`src/rtl/xd_sched_pkg.sv`:
```
// Shared types and helpers for the cross-domain pulse scheduler.
package xd_sched_pkg;

  typedef enum logic [1:0] {
    ST_IDLE,
    ST_ISSUE,
    ST_GAP
  } state_t;

  // Width of an index over n items, never below one bit so CH=1 still has a port.
  function automatic int clog2_min1(input int n);
    return (n <= 2) ? 1 : $clog2(n);
  endfunction

endpackage

```
`src/rtl/rr_arb.sv`:
```
// Round-robin pick over active channels, searching from a registered pointer
// that moves just past each granted channel.
module rr_arb
  import xd_sched_pkg::*;
#(
  parameter int CH = 4
) (
  input  logic                         clk,
  input  logic                         rst,
  input  logic [CH-1:0]                active,
  input  logic                         advance,
  output logic [clog2_min1(CH)-1:0]    grant_id,
  output logic                         grant_vld
);

  localparam int IDW = clog2_min1(CH);

  logic [IDW-1:0] ptr;
  logic [IDW-1:0] idx;

  // NOTE: every combinational output gets a default first, so no path leaves it unassigned (no latch).
  always_comb begin
    grant_vld = 1'b0;
    grant_id  = '0;
    idx       = '0;
    // Walk from the farthest offset back to the pointer so the nearest active channel wins.
    for (int i = CH - 1; i >= 0; i--) begin
      idx = IDW'((int'(ptr) + i) % CH);
      if (active[idx]) begin
        grant_vld = 1'b1;
        grant_id  = idx;
      end
    end
  end

  // NOTE: sequential state uses non-blocking assignments so every flop samples pre-edge values.
  always_ff @(posedge clk or posedge rst) begin
    if (rst) begin
      ptr <= '0;
    end else if (advance) begin
      ptr <= IDW'((int'(grant_id) + 1) % CH);
    end
  end

endmodule

```
`src/rtl/xd_pulse_sched.sv`:
```
// Queues per-channel request pulses and issues them one at a time, round-robin,
// at least GAP cycles apart, with a channel ID held stable across each gap.
module xd_pulse_sched
  import xd_sched_pkg::*;
#(
  parameter int CH   = 4,
  parameter int GAP  = 6,
  parameter int CNTW = 4
) (
  input  logic                       clk,
  input  logic                       rst,
  input  logic [CH-1:0]              req,
  input  logic                       clr_ovf,
  output logic                       pulse_o,
  output logic [clog2_min1(CH)-1:0]  chan_o,
  output logic                       busy,
  output logic [CH-1:0]              ovf
);

  localparam int IDW = clog2_min1(CH);
  localparam int TW  = clog2_min1(GAP);
  localparam logic [CNTW-1:0] CNT_MAX = '1;

  state_t          state, next_state;
  logic [CNTW-1:0] cnt [CH];
  logic [CH-1:0]   active;
  logic            any_pend;
  logic [TW-1:0]   timer;
  logic            issue_fire;
  logic [IDW-1:0]  grant_id;
  logic            grant_vld;

  always_comb begin
    active = '0;
    for (int k = 0; k < CH; k++) active[k] = |cnt[k];
  end

  assign any_pend = |active;
  assign busy     = (state != ST_IDLE) | any_pend;

  rr_arb #(.CH(CH)) u_arb (
    .clk      (clk),
    .rst      (rst),
    .active   (active),
    .advance  (issue_fire),
    .grant_id (grant_id),
    .grant_vld(grant_vld)
  );

  always_ff @(posedge clk or posedge rst) begin
    if (rst) state <= ST_IDLE;
    else     state <= next_state;
  end

  always_comb begin
    next_state = state;
    case (state)
      ST_IDLE:  if (any_pend) next_state = ST_ISSUE;
      ST_ISSUE: next_state = ST_GAP;
      ST_GAP:   if (timer == '0) next_state = any_pend ? ST_ISSUE : ST_IDLE;
      default:  next_state = ST_IDLE;
    endcase
  end

  // The grant is taken on the edge into ISSUE so pulse_o and chan_o can both be flops.
  always_comb begin
    issue_fire = (next_state == ST_ISSUE) && grant_vld;
  end

  always_ff @(posedge clk or posedge rst) begin
    if (rst) begin
      timer <= '0;
    end else if (issue_fire) begin
      timer <= TW'(GAP - 1);
    end else if (timer != '0) begin
      timer <= timer - TW'(1);
    end
  end

  always_ff @(posedge clk or posedge rst) begin
    if (rst) begin
      pulse_o <= 1'b0;
      chan_o  <= '0;
    end else begin
      pulse_o <= issue_fire;
      if (issue_fire) chan_o <= grant_id;
    end
  end

  // NOTE: the counter array is reset like any other flop, since pending events must be discarded on reset.
  always_ff @(posedge clk or posedge rst) begin
    if (rst) begin
      for (int k = 0; k < CH; k++) cnt[k] <= '0;
      ovf <= '0;
    end else begin
      for (int k = 0; k < CH; k++) begin
        if (req[k] && !(issue_fire && grant_id == IDW'(k))) begin
          if (cnt[k] == CNT_MAX) ovf[k] <= 1'b1;
          else begin
            cnt[k] <= cnt[k] + CNTW'(1);
            if (clr_ovf) ovf[k] <= 1'b0;
          end
        end else begin
          if (!req[k] && issue_fire && grant_id == IDW'(k)) cnt[k] <= cnt[k] - CNTW'(1);
          if (clr_ovf) ovf[k] <= 1'b0;
        end
      end
    end
  end

endmodule
```
`config.mk`:
```
export PLATFORM = sky130hd
export DESIGN_NAME = xd_pulse_sched
export DESIGN_NICKNAME = d
export VERILOG_FILES = /design/src/rtl/xd_sched_pkg.sv /design/src/rtl/rr_arb.sv /design/src/rtl/xd_pulse_sched.sv
export SDC_FILE = /design/constraint.sdc
export NUM_CORES = 1
export LEC_CHECK = 0
export ABC_AREA = 1
export BUFFER_PORTS_ARGS = -buffer_cell sky130_fd_sc_hd__buf_2
export CAP_MARGIN = 20
export CORE_MARGIN = 2
export CORE_UTILIZATION = 35
export CTS_CLUSTER_DIAMETER = 100
export DETAILED_ROUTE_END_ITERATION = 10
export GPL_TIMING_DRIVEN = 0
export HOLD_SLACK_MARGIN = 0.02
export REMOVE_ABC_BUFFERS = 1
export SYNTH_ARGS = -nofsm -noshare
export SYNTH_HDL_FRONTEND = slang
export SYNTH_SLANG_ARGS = --single-unit
export TNS_END_PERCENT = 10
```
`constraint.sdc`:
```
create_clock -name clk -period 2.8 [get_ports clk]
set_input_delay 0.14 -clock clk [delete_from_list [all_inputs] [get_ports clk]]
set_output_delay 0.14 -clock clk [all_outputs]
set_load 0.03 [all_outputs]
```
==> metrics.md <==
| Metric | Value |
|---|---|
| Fmax | `360 MHz` |
| DRC viols | `0` |
| GRT Util Overall | `14.3%` |
| Num rows | `27` |
| Layout Nets | `approximately 340` |
| Fin crit period | `2.77 ns` |
| Total grt overflow | `0` |
| Initial antenna violation count | `0` |
| HP Class | `in2reg` |
| Die W | `79.9 microns` |
| Worst Skew | `0.00735 ns` |
| Crit path launch type | `flop` |
| Flop2flop setup slack | `0.03 ns` |
| Count of cell types in the netlist | `23` |
| Starting DRT DRC Count | `96` |
| Status | `complete, no violations` |
| Max cap viols | `0` |
| Syn Inst Count | `248` |
| Num ports | `15` |
| Tcrit/Tclk final | `between 90% and 100%` |
| Dpl hpwl | `approximately 3100 microns` |
| H-tree depth | `2` |
| Mapped Area | `0.00201 sq mm` |
| Core area | `0.00554 sq mm` |
| Port Buf Inserts | `14` |
| Most frequent cells in the layout | `nand2_1 (47), buf_4 (38), inv_1 (28)` |
| Drt first pass iters | `4` |
| First-pass GRT wire length | `7270 microns` |
| RD Place Congestion | `around 0.82` |
| Final Hold Fails | `0` |
| Largest net degree at the start of global routing | `19` |
| Total Wirelength | `5270 microns` |
| DRT antenna net count | `0` |
| TritonCTS clock tree | `done` |
| Yosys warnings | `0` |
| Max_slew headroom | `59.3%` |
| Clock-pin slew on the worst setup and hold paths | `roughly 0.070 ns` |
| Sequential cell area fraction in the yosys report | `37.3%` |
| Post-place setup slack | `-0.251 ns` |
| RSZ-0062 raised after global routing | `true` |
| Slew @ Worst Pin | `0.610 ns` |
| Clk Latency, worst-skew pair | `0.29 ns` |
| Vias in the first global route | `1643` |
| Setup CP Type | `reg2reg` |
| Syn Area/Cell | `8.12 sq um` |
| Max-slew violations | `0` |
| Num CTS Buffers | `5` |
| Final count of negative-setup-slack endpoints | `0` |
| Share of layout cells above drive strength 1 | `50.2%` |
| Clk buf depth | `2` |
| Die height | `~80 microns` |
| Synth Register Bits | `30` |
| Sink Count | `30` |
| Setup WS post-layout | `0.0260 ns` |
| Clk root buf | `clkbuf_8` |
| Die Area | `0.00638 sq mm` |
| Synth-to-layout area growth | `53.0%` |
| Initial core utilization | `a little over a third` |
| CP max FO | `8` |
| Worst setup EP type | `flop` |
| Number of diodes | `0` |
| Arrival time worst endpoint | `2.95 ns` |
| Routed via count | `1921` |
| Most common cell after layout, fill and taps aside | `nand2_1` |
| Routed WL per cell | `13.8 microns` |
| CP required | `2.98 ns` |
| Vias per cell | `5.02` |
cells by family after synthesis:
group | after synthesis | synth area share (%)
AND/OR/NAND/NOR | 135 | 32.5
buffers and inverters | 35 | 6.58
flip-flops | 30 | 37.3
AO/OA/AOI/OAI | 19 | 6.21
adder cells (fa/ha/maj) | 18 | 12.7
XOR/XNOR | 11 | 4.78
metrics by stage:
step	instance area (sq um)	setup TNS [ns]	std cells	utilization, %	hold slack [ns]
floorplan	2010	0	247	-	0.231
global route	3080	-0.606	383	55.6	0.126
global placement	2170	-0.683	333	39.2	0.426
detailed placement	2200	-0.841	334	39.7	0.241
CTS	2390	0	343	43.1	0.130
finish	3080	0	383	55.6	0.131
registers in the layout (all words and copies together), names as in the netlist:
name / cells
chan_o: 2
cnt: 16
ovf: 4
pulse_o: 1
state: 2
timer: 3
u_arb.ptr: 2
metal layers:
layer  up-vias  track usage, %  part of all wire, %
li1        941               -                    -
met1       934            19.0                   43
met2        39            23.0                   52
met3         7            3.85                  3.3
met4         0            4.07                  1.2
met5         -               0                    0
final timing paths:
check,startpoint,end,cells past startpoint
min in group asynchronous,rst,ovf[1],3
max reg2reg,u_arb.ptr[0],cnt[15],21
max in group asynchronous,rst,u_arb.ptr[1],4
min,clr_ovf,ovf[0],2
min reg2reg,chan_o[0],chan_o[0],2
max,u_arb.ptr[0],cnt[15],21
synthesized netlist by cell type:
cell type / instances / area [sq um]
fa_1: 4 / 80.1
nand2_2: 5 / 31.3
nand3_2: 8 / 80.1
nand3_1: 32 / 160
o22ai_1: 4 / 25.0
a31oi_1: 5 / 31.3
buf_2: 1 / 5.00
inv_1: 32 / 120
xnor2_1: 6 / 52.6
nand4_1: 12 / 75.1
or3_1: 1 / 6.26
nor2_1: 13 / 48.8
nor2_2: 2 / 12.5
a21oi_1: 5 / 25.0
a21oi_4: 1 / 16.3
xor2_1: 5 / 43.8
ha_1: 14 / 175
o21ai_0: 3 / 15.0
nand2_4: 1 / 11.3
o31ai_2: 1 / 12.5
dfrtp_1: 30 / 751
nand2_1: 61 / 229
inv_2: 2 / 7.51
layout make-up:
| type | count | area (sq um) |
|---|---|---|
| sequential | 30 | 771 |
| tap | 72 | 90.1 |
| timing repair buffer | 56 | 415 |
| fill | 467 | 2460 |
| inverter | 34 | 138 |
| multi-input combinational | 183 | 1580 |
| clock inverter | 1 | 5.00 |
| clock buffer | 7 | 86.3 |
what timing repair did:
| action | CTS | global route |
|---|---|---|
| hold buffers | 1 | 0 |
| pin swaps | 0 | 27 |
| setup endpoints to repair | 4 | 6 |
| hold endpoints to repair | 12 | 0 |
| resized for setup | 27 | 84 |
| setup buffers | 0 | 40 |
critical path, stage by stage (launching register included):
cell,delay [ns]
dfrtp_2,0.54
clkinv_4,0.17
nand3_4,0.09
nand3_2,0.10
buf_4,0.16
nand2_1,0.06
inv_1,0.05
nand2_2,0.08
nand2_4,0.10
inv_4,0.09
ha_4,0.16
nand3_4,0.10
nand2_4,0.14
ha_4,0.22
nand2_2,0.07
nand2_2,0.06
a31oi_4,0.17
inv_2,0.05
nand2_2,0.06
nand3_2,0.07
nand2_1,0.06
nand2_1,0.05
Power is left out: the tool's default activity adds up to more than one toggle a clock period on the data nets, which glitch-free logic cannot reach.
